File: src/rtl/io_bridge.sv
// Memory-mapped I/O slave beside the CPU RAM: UART RX/TX FIFOs, a free-running
// cycle counter with a coherent snapshot, a sticky program-stop flag and CPU ready.

module io_bridge_fifo #(
    parameter int unsigned AW = 4
) (
    input  logic       clk,
    input  logic       rst,
    input  logic       push,
    input  logic [7:0] wdata,
    input  logic       pop,
    output logic [7:0] rdata,
    output logic       full,
    output logic       empty
);
    localparam int unsigned DEPTH = 1 << AW;
    localparam int unsigned PW    = AW + 1;

    logic [7:0]    mem [DEPTH];
    logic [PW-1:0] wr_ptr;
    logic [PW-1:0] rd_ptr;
    logic          push_ok;
    logic          pop_ok;

    // Extra pointer MSB separates full from empty when the indices match.
    assign empty   = (wr_ptr == rd_ptr);
    assign full    = (wr_ptr[AW] != rd_ptr[AW]) && (wr_ptr[AW-1:0] == rd_ptr[AW-1:0]);
    assign push_ok = push && !full;
    assign pop_ok  = pop && !empty;
    assign rdata   = mem[rd_ptr[AW-1:0]];

    always_ff @(posedge clk) begin
        if (rst) begin
            wr_ptr <= '0;
            rd_ptr <= '0;
        end else begin
            if (push_ok) wr_ptr <= wr_ptr + PW'(1);
            if (pop_ok)  rd_ptr <= rd_ptr + PW'(1);
        end
    end

    always_ff @(posedge clk) begin
        if (push_ok) mem[wr_ptr[AW-1:0]] <= wdata;
    end
endmodule

module io_bridge #(
    parameter int unsigned RX_AW = 4,
    parameter int unsigned TX_AW = 4
) (
    input  logic        clk_in,
    input  logic        rst_in,
    input  logic [17:0] cpu_a,
    input  logic [7:0]  cpu_dout,
    input  logic        cpu_wr,
    output logic [7:0]  io_dout,
    output logic        io_rd_q,
    output logic        io_rdy,
    input  logic [7:0]  rx_data,
    input  logic        rx_valid,
    output logic        rx_ready,
    output logic [7:0]  tx_data,
    output logic        tx_valid,
    input  logic        tx_ready,
    output logic        program_finish
);
    localparam int unsigned CNT_W = 32;

    logic             io_sel;
    logic [2:0]       reg_a;
    logic             sel_data;
    logic             sel_stop;
    logic             rx_rd_req;
    logic             tx_wr_req;
    logic             rd_acc;
    logic             wr_acc;
    logic             rx_push;
    logic             rx_pop;
    logic [7:0]       rx_head;
    logic             rx_full;
    logic             rx_empty;
    logic             tx_push;
    logic [7:0]       tx_wdata;
    logic             tx_pop;
    logic [7:0]       tx_head;
    logic             tx_full;
    logic             tx_empty;
    logic [7:0]       rd_data;
    logic [CNT_W-1:0] counter;
    logic [CNT_W-1:0] snapshot;
    logic             unused_addr;

    // Only the I/O window bits and the register offset take part in decode.
    assign unused_addr = ^cpu_a[15:3];

    assign io_sel   = (cpu_a[17:16] == 2'b11);
    assign reg_a    = cpu_a[2:0];
    assign sel_data = (reg_a == 3'd0);
    assign sel_stop = (reg_a == 3'd4);

    assign rx_rd_req = io_sel && !cpu_wr && sel_data;
    assign tx_wr_req = io_sel && cpu_wr && ((sel_data && (cpu_dout != 8'h00)) || sel_stop);

    // Full/empty are taken before this cycle's pop/push, so they win over a same-cycle drain/fill.
    assign io_rdy = !((rx_rd_req && rx_empty) || (tx_wr_req && tx_full));

    assign rd_acc = io_sel && !cpu_wr && io_rdy;
    assign wr_acc = io_sel && cpu_wr && io_rdy;

    assign rx_ready = !rx_full;
    assign rx_push  = rx_valid && !rx_full;
    assign rx_pop   = rd_acc && sel_data;

    assign tx_push  = wr_acc && !program_finish
                      && ((sel_data && (cpu_dout != 8'h00)) || sel_stop);
    assign tx_wdata = sel_stop ? 8'h00 : cpu_dout;
    assign tx_valid = !tx_empty;
    assign tx_data  = tx_empty ? 8'h00 : tx_head;
    assign tx_pop   = tx_valid && tx_ready;

    io_bridge_fifo #(.AW(RX_AW)) u_rx_fifo (
        .clk   (clk_in),
        .rst   (rst_in),
        .push  (rx_push),
        .wdata (rx_data),
        .pop   (rx_pop),
        .rdata (rx_head),
        .full  (rx_full),
        .empty (rx_empty)
    );

    io_bridge_fifo #(.AW(TX_AW)) u_tx_fifo (
        .clk   (clk_in),
        .rst   (rst_in),
        .push  (tx_push),
        .wdata (tx_wdata),
        .pop   (tx_pop),
        .rdata (tx_head),
        .full  (tx_full),
        .empty (tx_empty)
    );

    // Byte 0 of the counter is live; upper bytes come from the snapshot it latches.
    always_comb begin
        rd_data = 8'h00;
        case (reg_a)
            3'd0:    rd_data = rx_head;
            3'd4:    rd_data = counter[7:0];
            3'd5:    rd_data = snapshot[15:8];
            3'd6:    rd_data = snapshot[23:16];
            3'd7:    rd_data = snapshot[31:24];
            default: rd_data = 8'h00;
        endcase
    end

    always_ff @(posedge clk_in) begin
        if (rst_in) begin
            io_dout        <= 8'h00;
            io_rd_q        <= 1'b0;
            counter        <= '0;
            snapshot       <= '0;
            program_finish <= 1'b0;
        end else begin
            io_rd_q <= rd_acc;
            if (rd_acc) io_dout <= rd_data;
            if (rd_acc && sel_stop) snapshot <= counter;
            if (!program_finish) counter <= counter + CNT_W'(1);
            if (wr_acc && sel_stop) program_finish <= 1'b1;
        end
    end
endmodule

File: config.mk
export PLATFORM = sky130hd
export DESIGN_NAME = io_bridge
export DESIGN_NICKNAME = d
export VERILOG_FILES = /design/src/rtl/io_bridge.sv
export SDC_FILE = /design/constraint.sdc
export NUM_CORES = 1
export LEC_CHECK = 0
export CELL_PAD_IN_SITES_DETAIL_PLACEMENT = 0
export CELL_PAD_IN_SITES_GLOBAL_PLACEMENT = 1
export CORE_UTILIZATION = 55
export CTS_CLUSTER_SIZE = 16
export DETAILED_ROUTE_END_ITERATION = 8
export HOLD_SLACK_MARGIN = 0.12
export PLACE_DENSITY = 0.92
export RECOVER_POWER = 50
export SLEW_MARGIN = 20
export SYNTH_ARGS = -nofsm -noshare
export SYNTH_HDL_FRONTEND = slang
export SYNTH_SLANG_ARGS = --single-unit
File: constraint.sdc
create_clock -name clk_in -period 4.4 [get_ports clk_in]
set_input_delay 1.1 -clock clk_in [delete_from_list [all_inputs] [get_ports clk_in]]
set_output_delay 1.1 -clock clk_in [all_outputs]
set_load 0.01 [all_outputs]
After elaboration in Yosys (flattened, before gate mapping)
Memories as Yosys holds them, arrays and structs flattened. A register that Yosys moved wholly into a read port is not among the register bits.
Cells that the tools add are included.
{"block": "totals", "ff_bits": 94, "latch_bits": 0, "mem_bits_rw": 256, "romBits": 0, "input_bits": 39, "output_inout_bits": 21, "word_cells": 71, "memories": 2}
{"name": "u_rx_fifo.mem", "words": 16, "width": 8, "rd": 1, "rd_ports_with_merged_regs": 1, "wr": 1, "line": "19", "source": "logic [7:0] mem [DEPTH];"}
{"name": "u_tx_fifo.mem", "words": 16, "width": 8, "rd": 1, "rd_ports_with_merged_regs": 1, "wr": 1, "line": "19"}
{"block": "op_classes", "n_addsub": 5, "mul": 0, "div": 0, "order_cmp": 0, "n_eq_ne": 11, "shift": 0, "mux": 11, "bitwise_logic": 0, "reduce_logical": 33}
{"cell": "8-bit case mux with 5 select lines", "n": 1}
{"cell": "32-bit by 1-bit adder with 32-bit output (second input constant)", "n": 1}
{"cell": "1-bit logical AND", "n": 22}
{"cell": "5-bit by 1-bit adder with 5-bit output (second input constant)", "n": 4}
{"cell": "4-bit 2-to-1 mux", "n": 4}
{"cell": "8-bit 2-to-1 mux", "n": 2}
{"cell": "3-bit == test (second input constant)", "n": 4}
{"cell": "5-bit == test", "n": 2}
{"cell": "4-bit == test", "n": 2}
{"cell": "8-bit nonzero test", "n": 1}
{"cell": "1-bit zero test", "n": 7}
{"cell": "1-bit 2-to-1 mux", "n": 4}
{"cell": "3-bit zero test", "n": 1}
{"cell": "2-bit == test (second input constant)", "n": 1}
{"cell": "1-bit logical OR", "n": 2}
{"cell": "1-bit inequality test", "n": 2}

Logic depth before layout (Yosys ltp)
Gate-level depths: netlist of the first run.
{"block": "depth", "ltp_word": 13, "depth_mapped": 8, "depth_no_buf": 6}

Hierarchy
A second synthesis of the first run with hierarchy kept.
{"block": "unflattened", "cells_unflattened": 961, "hier_area_um2": 14908.0}
{"module": "io_bridge_fifo", "n_inst": 2, "cells_each": 283, "area_per_inst_um2": 5829.3, "seq_area_each_um2": 4124.0}
{"module": "io_bridge", "n_inst": 1, "cells_each": 395, "area_per_inst_um2": 3249.4, "seq_area_each_um2": 1321.3}

Worst setup path before layout of the first run
OpenSTA, ideal clock, no wires.
{"block": "synth_path", "path_kind": "input port to output port", "from": "in cpu_dout[2]", "to": "out io_rdy", "arrival_ns": 1.805, "required_time_ns": 3.300, "setup_slack_ns": 1.495, "stages": 3, "n_path_buf": 0, "path_cell_list": "nor4_1 -> a311oi_1 -> a21oi_1"}
{"block": "synth_between", "elab_chain_cells": 7}
{"element": "from (decl)", "line": "54", "source": "input logic [7:0] cpu_dout,"}
{"element": "8-bit nonzero test", "line": "102", "source": "assign tx_wr_req = io_sel && cpu_wr && ((sel_data && (cpu_dout != 8'h00)) || sel_stop);"}
{"element": "1-bit logical AND", "line": "102"}
{"element": "1-bit logical OR", "line": "102"}
{"element": "1-bit logical AND", "line": "102"}
{"element": "1-bit logical AND", "line": "105", "source": "assign io_rdy = !((rx_rd_req && rx_empty) || (tx_wr_req && tx_full));"}
{"element": "1-bit logical OR", "line": "105"}
{"element": "1-bit zero test", "line": "105"}
{"element": "to (decl)", "line": "58", "source": "output logic io_rdy,"}
No other way between the ends.

Worst setup path in the final report of the first run
{"block": "layout_path", "from": "in cpu_a[2]", "to": "out io_rdy"}
{"block": "layout_between", "elab_chain_cells": 7, "elab_cells_between_ends": 10, "classes_between": "1 x eq/ne; 9 x reduce/logical"}
{"element": "from (decl)", "line": "53", "source": "input logic [17:0] cpu_a,"}
{"element": "3-bit zero test", "line": "98", "source": "assign sel_data = (reg_a == 3'd0);"}
{"element": "1-bit logical AND", "line": "102"}
{"element": "1-bit logical OR", "line": "102"}
{"element": "1-bit logical AND", "line": "102"}
{"element": "1-bit logical AND", "line": "105"}
{"element": "1-bit logical OR (*)", "line": "105"}
{"element": "1-bit zero test (*)", "line": "105"}
Mark *: on every way between the ends. The rest lies on a longest branch, timed or not.

==> flow_metrics.env, run 1 <==
export IMPL_relSlewSlack_pct=-99.2
export IMPL_synth_top_area_share_pct=53.9
export IMPL_yosys_top_cells_count="edfxtp_1 (256), nand2_1 (95), dfxtp_1 (94)"
export IMPL_areaGrowthSynthToFinish_pct=13.0
export IMPL_reg2regPathDepth=5
export IMPL_worst_slack_ns=0.174
export IMPL_whs_path_depth=2
export IMPL_cts_tree="yes"
export IMPL_wl_um=32100
export IMPL_hold_path_class="reg2reg"
export IMPL_gr_total_overflow=0
export IMPL_async_reset_ff_share_pct=0
export IMPL_cts_buffers=35
export IMPL_grt_max_degree=71
export IMPL_rows=58
export IMPL_ys_ff_latch=350
export IMPL_status="finished, violations left"
export IMPL_clk_latency_ns=0.53
export IMPL_yosysTopAreaCell="edfxtp_1"
export IMPL_netlist_instances=951
export IMPL_maxSlewViolCount=71
export IMPL_ctsHoldBuffers=0
export IMPL_setup_viol=0
export IMPL_period_share_pct=96.0
export IMPL_fin_setup_tns_ns=0
export IMPL_yosysMostFrequentCell="edfxtp_1"
export IMPL_ys_seq_area_share_pct=67.1
export IMPL_post_route_drc_count=0
export IMPL_ys_flop_type="edfxtp_1"
export IMPL_grt_usage_pct=24.8
export IMPL_worst_slew_pin_slew_ns=2.99
export IMPL_finalHoldViolCount=0
export IMPL_layout_drive_gt1_share_pct=15.8
export IMPL_synth_edf_count=256
export IMPL_dieHeight_um=163
export IMPL_critPathMaxStageDelay_ns=0.52
export IMPL_yosys_top_cells_area="edfxtp_1 (54%), dfxtp_1 (13%), mux4_2 (10%)"
export IMPL_vias_per_cell=6.16
export IMPL_antenna_found_initial=0
export IMPL_syn_area_per_cell_um2=15.0
export IMPL_cellLeakagePower_uw=0.00522
export IMPL_post_drt_wl_per_cell_um=23.5
export IMPL_n_fill_cell=1722
export IMPL_postRouteAntennaNets=0
export IMPL_p_per_area_nw_per_um2=416
export IMPL_grt_setup_unrepaired="no"
export IMPL_diodes=0
export IMPL_root_buffer="clkbuf_16"
export IMPL_dp_cells=1299
export IMPL_setup_worst_path_end_class="output pin"
export IMPL_die_area_um2=26600
export IMPL_grt_pass1_wl_um=48500
export IMPL_clk_pin_slew_worst_paths_ns=0.06
export IMPL_start_util_pct=56.3
export IMPL_first_iter_violations=974
export IMPL_dr_pass1_iters=7
export IMPL_port_buffers=46
export IMPL_max_freq_ghz=0.237
export IMPL_synthesis_area_um2=14300
export IMPL_cts_repair_resized=0
export IMPL_htree_num_levels=2
export IMPL_holdWs_ns=0.431
export IMPL_regArea_um2=9570
export IMPL_final_setup_skew_ns=0.0344
export IMPL_postCtsSetupRepairBufs=0
export IMPL_num_vias=8394
export IMPL_start_kind="primary input"
export IMPL_yosysWarnings=0
export IMPL_gp_congestion=0.790
export IMPL_drv_cap=1
export IMPL_fin_crit_ns=4.23
export IMPL_cpMaxStageDelayCell="clkdlybuf4s50_1"
export IMPL_final_util_pct=63.6
export IMPL_cp_cell_sequence="clkdlybuf4s50_1 -> nor3_1 -> a311oi_1 -> a21oi_1 -> buf_4 -> clkdlybuf4s50_1"
export IMPL_die_w_um=163
export IMPL_worstSetupPathType="in2out"
export IMPL_critPathMostFrequentCell="clkdlybuf4s50_1"
export IMPL_cts_sinks=350
export IMPL_core_region_area_um2=25300
export IMPL_cp_max_fo=2
export IMPL_ir_worst_vdd_mv=0.311
export IMPL_worstPathArrival_ns=3.13
export IMPL_finalNonFillerCells=1362
export IMPL_place_ws_ns=0.204
export IMPL_ys_types=51
export IMPL_multi_input_area_um2=4410
export IMPL_clk_path_buf_depth=3
export IMPL_num_io_pins=60
export IMPL_grt_pass1_vias=8299
export IMPL_syn_nets=1001
export IMPL_violations="capacitance limit, slew limit"
export IMPL_dp_hpwl_um=19400
export IMPL_required_ns=3.30
export IMPL_final_nets=1056
-- cell usage in the layout (no fill, tap or decap), drive strengths merged, types with 9 or more instances in the layout --
cell type,count
edfxtp,256
nand2,95
dfxtp,94
nor2,75
mux4,64
clkbuf,47
a21oi,34
mux2,32
xor2,28
xnor2,26
clkdlybuf4s50,25
and3,22
dlygate4sd3,20
o22ai,17
nand4,17
clkinv,17
o21ai,15
and2,14
nor2b,12
buf,12
nor3,11
ha,11
inv,10
o31ai,9
-- registers in the layout, indices dropped and copies added (netlist names), named ones only --
signal,cells
u_rx_fifo.rd_ptr,5
io_dout,8
u_tx_fifo.mem,128
program_finish,1
u_tx_fifo.rd_ptr,5
u_rx_fifo.mem,128
io_rd_q,1
counter,32
u_rx_fifo.wr_ptr,5
snapshot,24
u_tx_fifo.wr_ptr,5
-- path summary, 6_finish.rpt --
check | start | to | slack [ns]
max | cpu_a[2] | io_rdy | 0.17
min reg2reg | io_dout[0]$_SDFFE_PP0N_ | io_dout[0]$_SDFFE_PP0N_ | 0.43
min | io_dout[0]$_SDFFE_PP0N_ | io_dout[0]$_SDFFE_PP0N_ | 0.43
max reg2reg | u_tx_fifo.wr_ptr[2]$_SDFFE_PP0P_ | u_tx_fifo.mem[2][1]$_DFFE_PP_ | 1.83
-- report_power, final --
part / switching, uW / total, uW / internal (uW)
combinational: 141 / 223 / 82.1
clock: 1250 / 2900 / 1650
sequential: 15.2 / 3580 / 3560
total: 1410 / 6700 / 5290
-- critical path: cells and delay by family --
| family | cells | cell delay (ns) |
|---|---|---|
| simple gates | 1 | 0.51 |
| compound gates | 2 | 0.40 |
| buf+inv | 3 | 1.10 |
-- kinds of logic after synthesis --
family,count (synthesis),share of synthesized area [%]
simple gates,283,9.51
compound gates,96,4.26
buf+inv,56,1.87
xor+xnor,54,3.32
fa+ha+maj,11,0.965
flops,350,67.1
mux,101,13.0
-- final cells by class --
class,count,area share [%]
multi-input combinational,545,27.4
tap,330,2.56
inverter,10,0.233
timing repair buffer,64,3.59
sequential,350,59.4
clock buffer,40,5.55
clock inverter,23,1.29
-- stage by stage --
stage	instance area [um^2]	total power, uW
after CTS	16200	6720
after global routing	16100	6860
after floorplan	14300	3760
after global placement	15100	3860
final	16100	6700
after detailed placement	15100	3870
-- routing by layer --
layer / vias up / track usage [%] / wire length [um]
li1: 3706 / - / -
met5: - / 0 / 0
met3: 51 / 5.28 / 2860
met4: 0 / 7.94 / 734
met2: 450 / 40.6 / 15500
met1: 4187 / 33.3 / 13000
(Power assumes the default switching activity.)
==> inputs of run 2 (changes only) <==
- ABC_AREA: default -> 1
- CORE_UTILIZATION: 55 -> 53
- DONT_BUFFER_PORTS: default -> 1
==> run 2 against run 1 <==
  * The run now ends clean
  * Cell count rose by 54%
  * Die area rose by 13%
  * Sequential power rose by 2%
  * Total power rose by 2.7%
  * Clock-buffer cell count rose by 7
  * Synthesized cell count rose by 77%
  * Critical path type is now reg2out
  * Critical endpoint is now tx_data[3]
  * Largest cell class unchanged
  * Highest routed layer unchanged
==> flow_metrics.env, run 2 <==
export IMPL_post_route_drc_count=0
export IMPL_power_internal_uw=5320
export IMPL_synth_top_area_share_pct=49.3
export IMPL_wl_um=34600
export IMPL_max_freq_ghz=0.271
export IMPL_p_sw_uw=1560
export IMPL_whs_path_depth=2
export IMPL_ys_seq_area_share_pct=61.4
export IMPL_finalHoldViolCount=0
export IMPL_yosysTopAreaCell="edfxtp_1"
export IMPL_layout_drive_gt1_share_pct=4.74
export IMPL_wl_met1_um=15000
export IMPL_vias_per_cell=5.34
export IMPL_clk_pin_slew_worst_paths_ns=0.06
export IMPL_final_setup_skew_ns=0.0229
export IMPL_yosysMostFrequentCell="nand2_1"
export IMPL_r2r_setup_slack_ns=1.48
export IMPL_postRouteAntennaNets=0
export IMPL_post_drt_wl_per_cell_um=16.5
export IMPL_grt_usage_pct=23.3
export IMPL_syn_nets=1733
export IMPL_fin_setup_tns_ns=0
export IMPL_route_met2_wl_um=16400
export IMPL_yosys_top_cells_count="nand2_1 (362), inv_1 (297), edfxtp_1 (256)"
export IMPL_synth_edf_count=256
export IMPL_period_share_pct=83.8
export IMPL_p_per_area_nw_per_um2=404
export IMPL_drv_cap=0
export IMPL_start_kind="flop"
export IMPL_die_area_um2=30100
export IMPL_dp_hpwl_um=21900
export IMPL_synthesis_area_um2=15600
export IMPL_layout_commonest_cell="nand2_1"
export IMPL_final_util_pct=59.3
export IMPL_power_frac_comb_pct=5.4
export IMPL_yosysWarnings=0
export IMPL_worstPathArrival_ns=2.59
export IMPL_dieHeight_um=173
export IMPL_core_region_area_um2=28800
export IMPL_areaGrowthSynthToFinish_pct=9.47
export IMPL_clk_latency_ns=0.54
export IMPL_fin_crit_ns=3.69
export IMPL_grt_max_degree=85
export IMPL_switching_share_pct=22.7
export IMPL_cts_buffers=36
export IMPL_seqPwrFrac_pct=52.8
export IMPL_first_iter_violations=876
export IMPL_ctsHoldBuffers=0
export IMPL_holdWs_ns=0.473
export IMPL_hold_path_class="reg2reg"
export IMPL_layout_common_cells="nand2_1 (364), inv_1 (298), edfxtp_1 (256)"
export IMPL_htree_num_levels=2
export IMPL_diodes=0
export IMPL_cts_tree="yes"
export IMPL_clk_path_buf_depth=3
export IMPL_maxSlewViolCount=0
export IMPL_port_buffers=0
export IMPL_num_io_pins=60
export IMPL_syn_area_per_cell_um2=9.26
export IMPL_clockPowerShare_pct=41.8
export IMPL_grt_setup_unrepaired="no"
export IMPL_cts_sinks=350
export IMPL_ys_ff_latch=350
export IMPL_postCtsSetupRepairBufs=0
export IMPL_gr_total_overflow=0
export IMPL_yosys_top_cells_area="edfxtp_1 (49%), dfxtp_1 (12%), nand2_1 (8.7%)"
export IMPL_dr_wl_met3_um=2500
export IMPL_final_nets=1731
export IMPL_ir_worst_vdd_mv=0.303
export IMPL_netlist_instances=1683
export IMPL_async_reset_ff_share_pct=0
export IMPL_grt_pass1_vias=10484
export IMPL_required_ns=3.30
export IMPL_gp_congestion=0.837
export IMPL_relSlewSlack_pct=8.86
export IMPL_die_w_um=173
export IMPL_antenna_found_initial=0
export IMPL_cp_max_fo=17
export IMPL_cellLeakagePower_uw=0.00669
export IMPL_worst_slew_pin_slew_ns=1.37
export IMPL_hold_end="u_tx_fifo.wr_ptr[4]$_SDFFE_PP0P_"
export IMPL_rows=62
export IMPL_start_util_pct=54.1
export IMPL_ys_flop_type="edfxtp_1"
export IMPL_root_buffer="clkbuf_16"
export IMPL_num_vias=11178
export IMPL_setup_viol=0
export IMPL_cts_repair_resized=0
export IMPL_setup_worst_path_end_class="output pin"
export IMPL_min_delay_start="u_tx_fifo.wr_ptr[4]$_SDFFE_PP0P_"
export IMPL_r2r_end="io_dout[7]$_SDFFE_PP0N_"
export IMPL_status="complete, no violations"
export IMPL_reg2regPathDepth=10
export IMPL_worstSetupPathType="reg2out"
export IMPL_top_layer="met4"
export IMPL_ys_types=35
export IMPL_dr_pass1_iters=5
export IMPL_grt_pass1_wl_um=55000
-- run 2: worst max-delay path, stage by stage (launching register included) --
cell and delay, ns:
dfxtp_1 0.76, inv_1 0.49, nand3_1 0.20, a21oi_1 0.13, a211oi_1 0.48
-- run 2: metrics by stage --
step | setup WS [ns] | power [uW] | cells | area (um^2)
CTS | 0.598 | 6930 | 2092 | 17100
global placement | 1.07 | 4070 | 2027 | 16000
finish | 0.712 | 6880 | 2092 | 17100
global route | 0.567 | 7110 | 2092 | 17100
floorplan | 1.34 | 3980 | 1683 | 15600
detailed placement | 0.985 | 4080 | 2027 | 16000
-- run 2: layout make-up --
| cell class | count | area [um^2] |
|---|---|---|
| Fill cell | 2446 | 11700 |
| Sequential cell | 350 | 9580 |
| Timing Repair Buffer | 32 | 223 |
| Multi-Input combinational cell | 960 | 4530 |
| Clock buffer | 47 | 972 |
| Clock inverter | 18 | 139 |
| Inverter | 301 | 1130 |
| Tap cell | 384 | 480 |
-- run 2: cells by family (layout without fill, tap and decap cells) --
| logic type | count (synthesis) | count (layout) | synth area share [%] |
|---|---|---|---|
| buffers and inverters | 373 | 398 | 9.25 |
| AO/OA/AOI/OAI | 232 | 232 | 8.23 |
| AND/OR/NAND/NOR | 698 | 698 | 19.2 |
| adder cells (fa/ha/maj) | 11 | 11 | 0.883 |
| flip-flops | 350 | 350 | 61.4 |
| XOR/XNOR | 19 | 19 | 1.07 |
-- run 2: power groups by stage --
stage	sequential (uW)	combinational, uW	clock, uW
after CTS	3640	377	2920
after global routing	3640	419	3050
after floorplan	3650	323	0
final	3640	371	2880
after global placement	3700	365	0
after detailed placement	3710	374	0
-- run 2: worst max-delay path by stage --
stage	slack (ns)	to	cells past startpoint	from
6_report	0.71	tx_data[3]	4	flop
5_1_grt	0.57	tx_data[1]	4	flop
4_1_cts	0.60	tx_data[3]	4	flop
3_5_place_dp	0.98	u_tx_fifo.mem[0][2]$_DFFE_PP_	7	cpu_a[17]
3_3_place_gp	1.07	io_rdy	6	cpu_a[0]
2_1_floorplan	1.34	io_rdy	5	cpu_a[0]
-- run 2: metal layers --
layer	track usage (%)	vias to the layer above
li1	-	5521
met1	31.9	5263
met2	38.0	339
met3	4.45	55
met4	6.19	0
met5	0	-
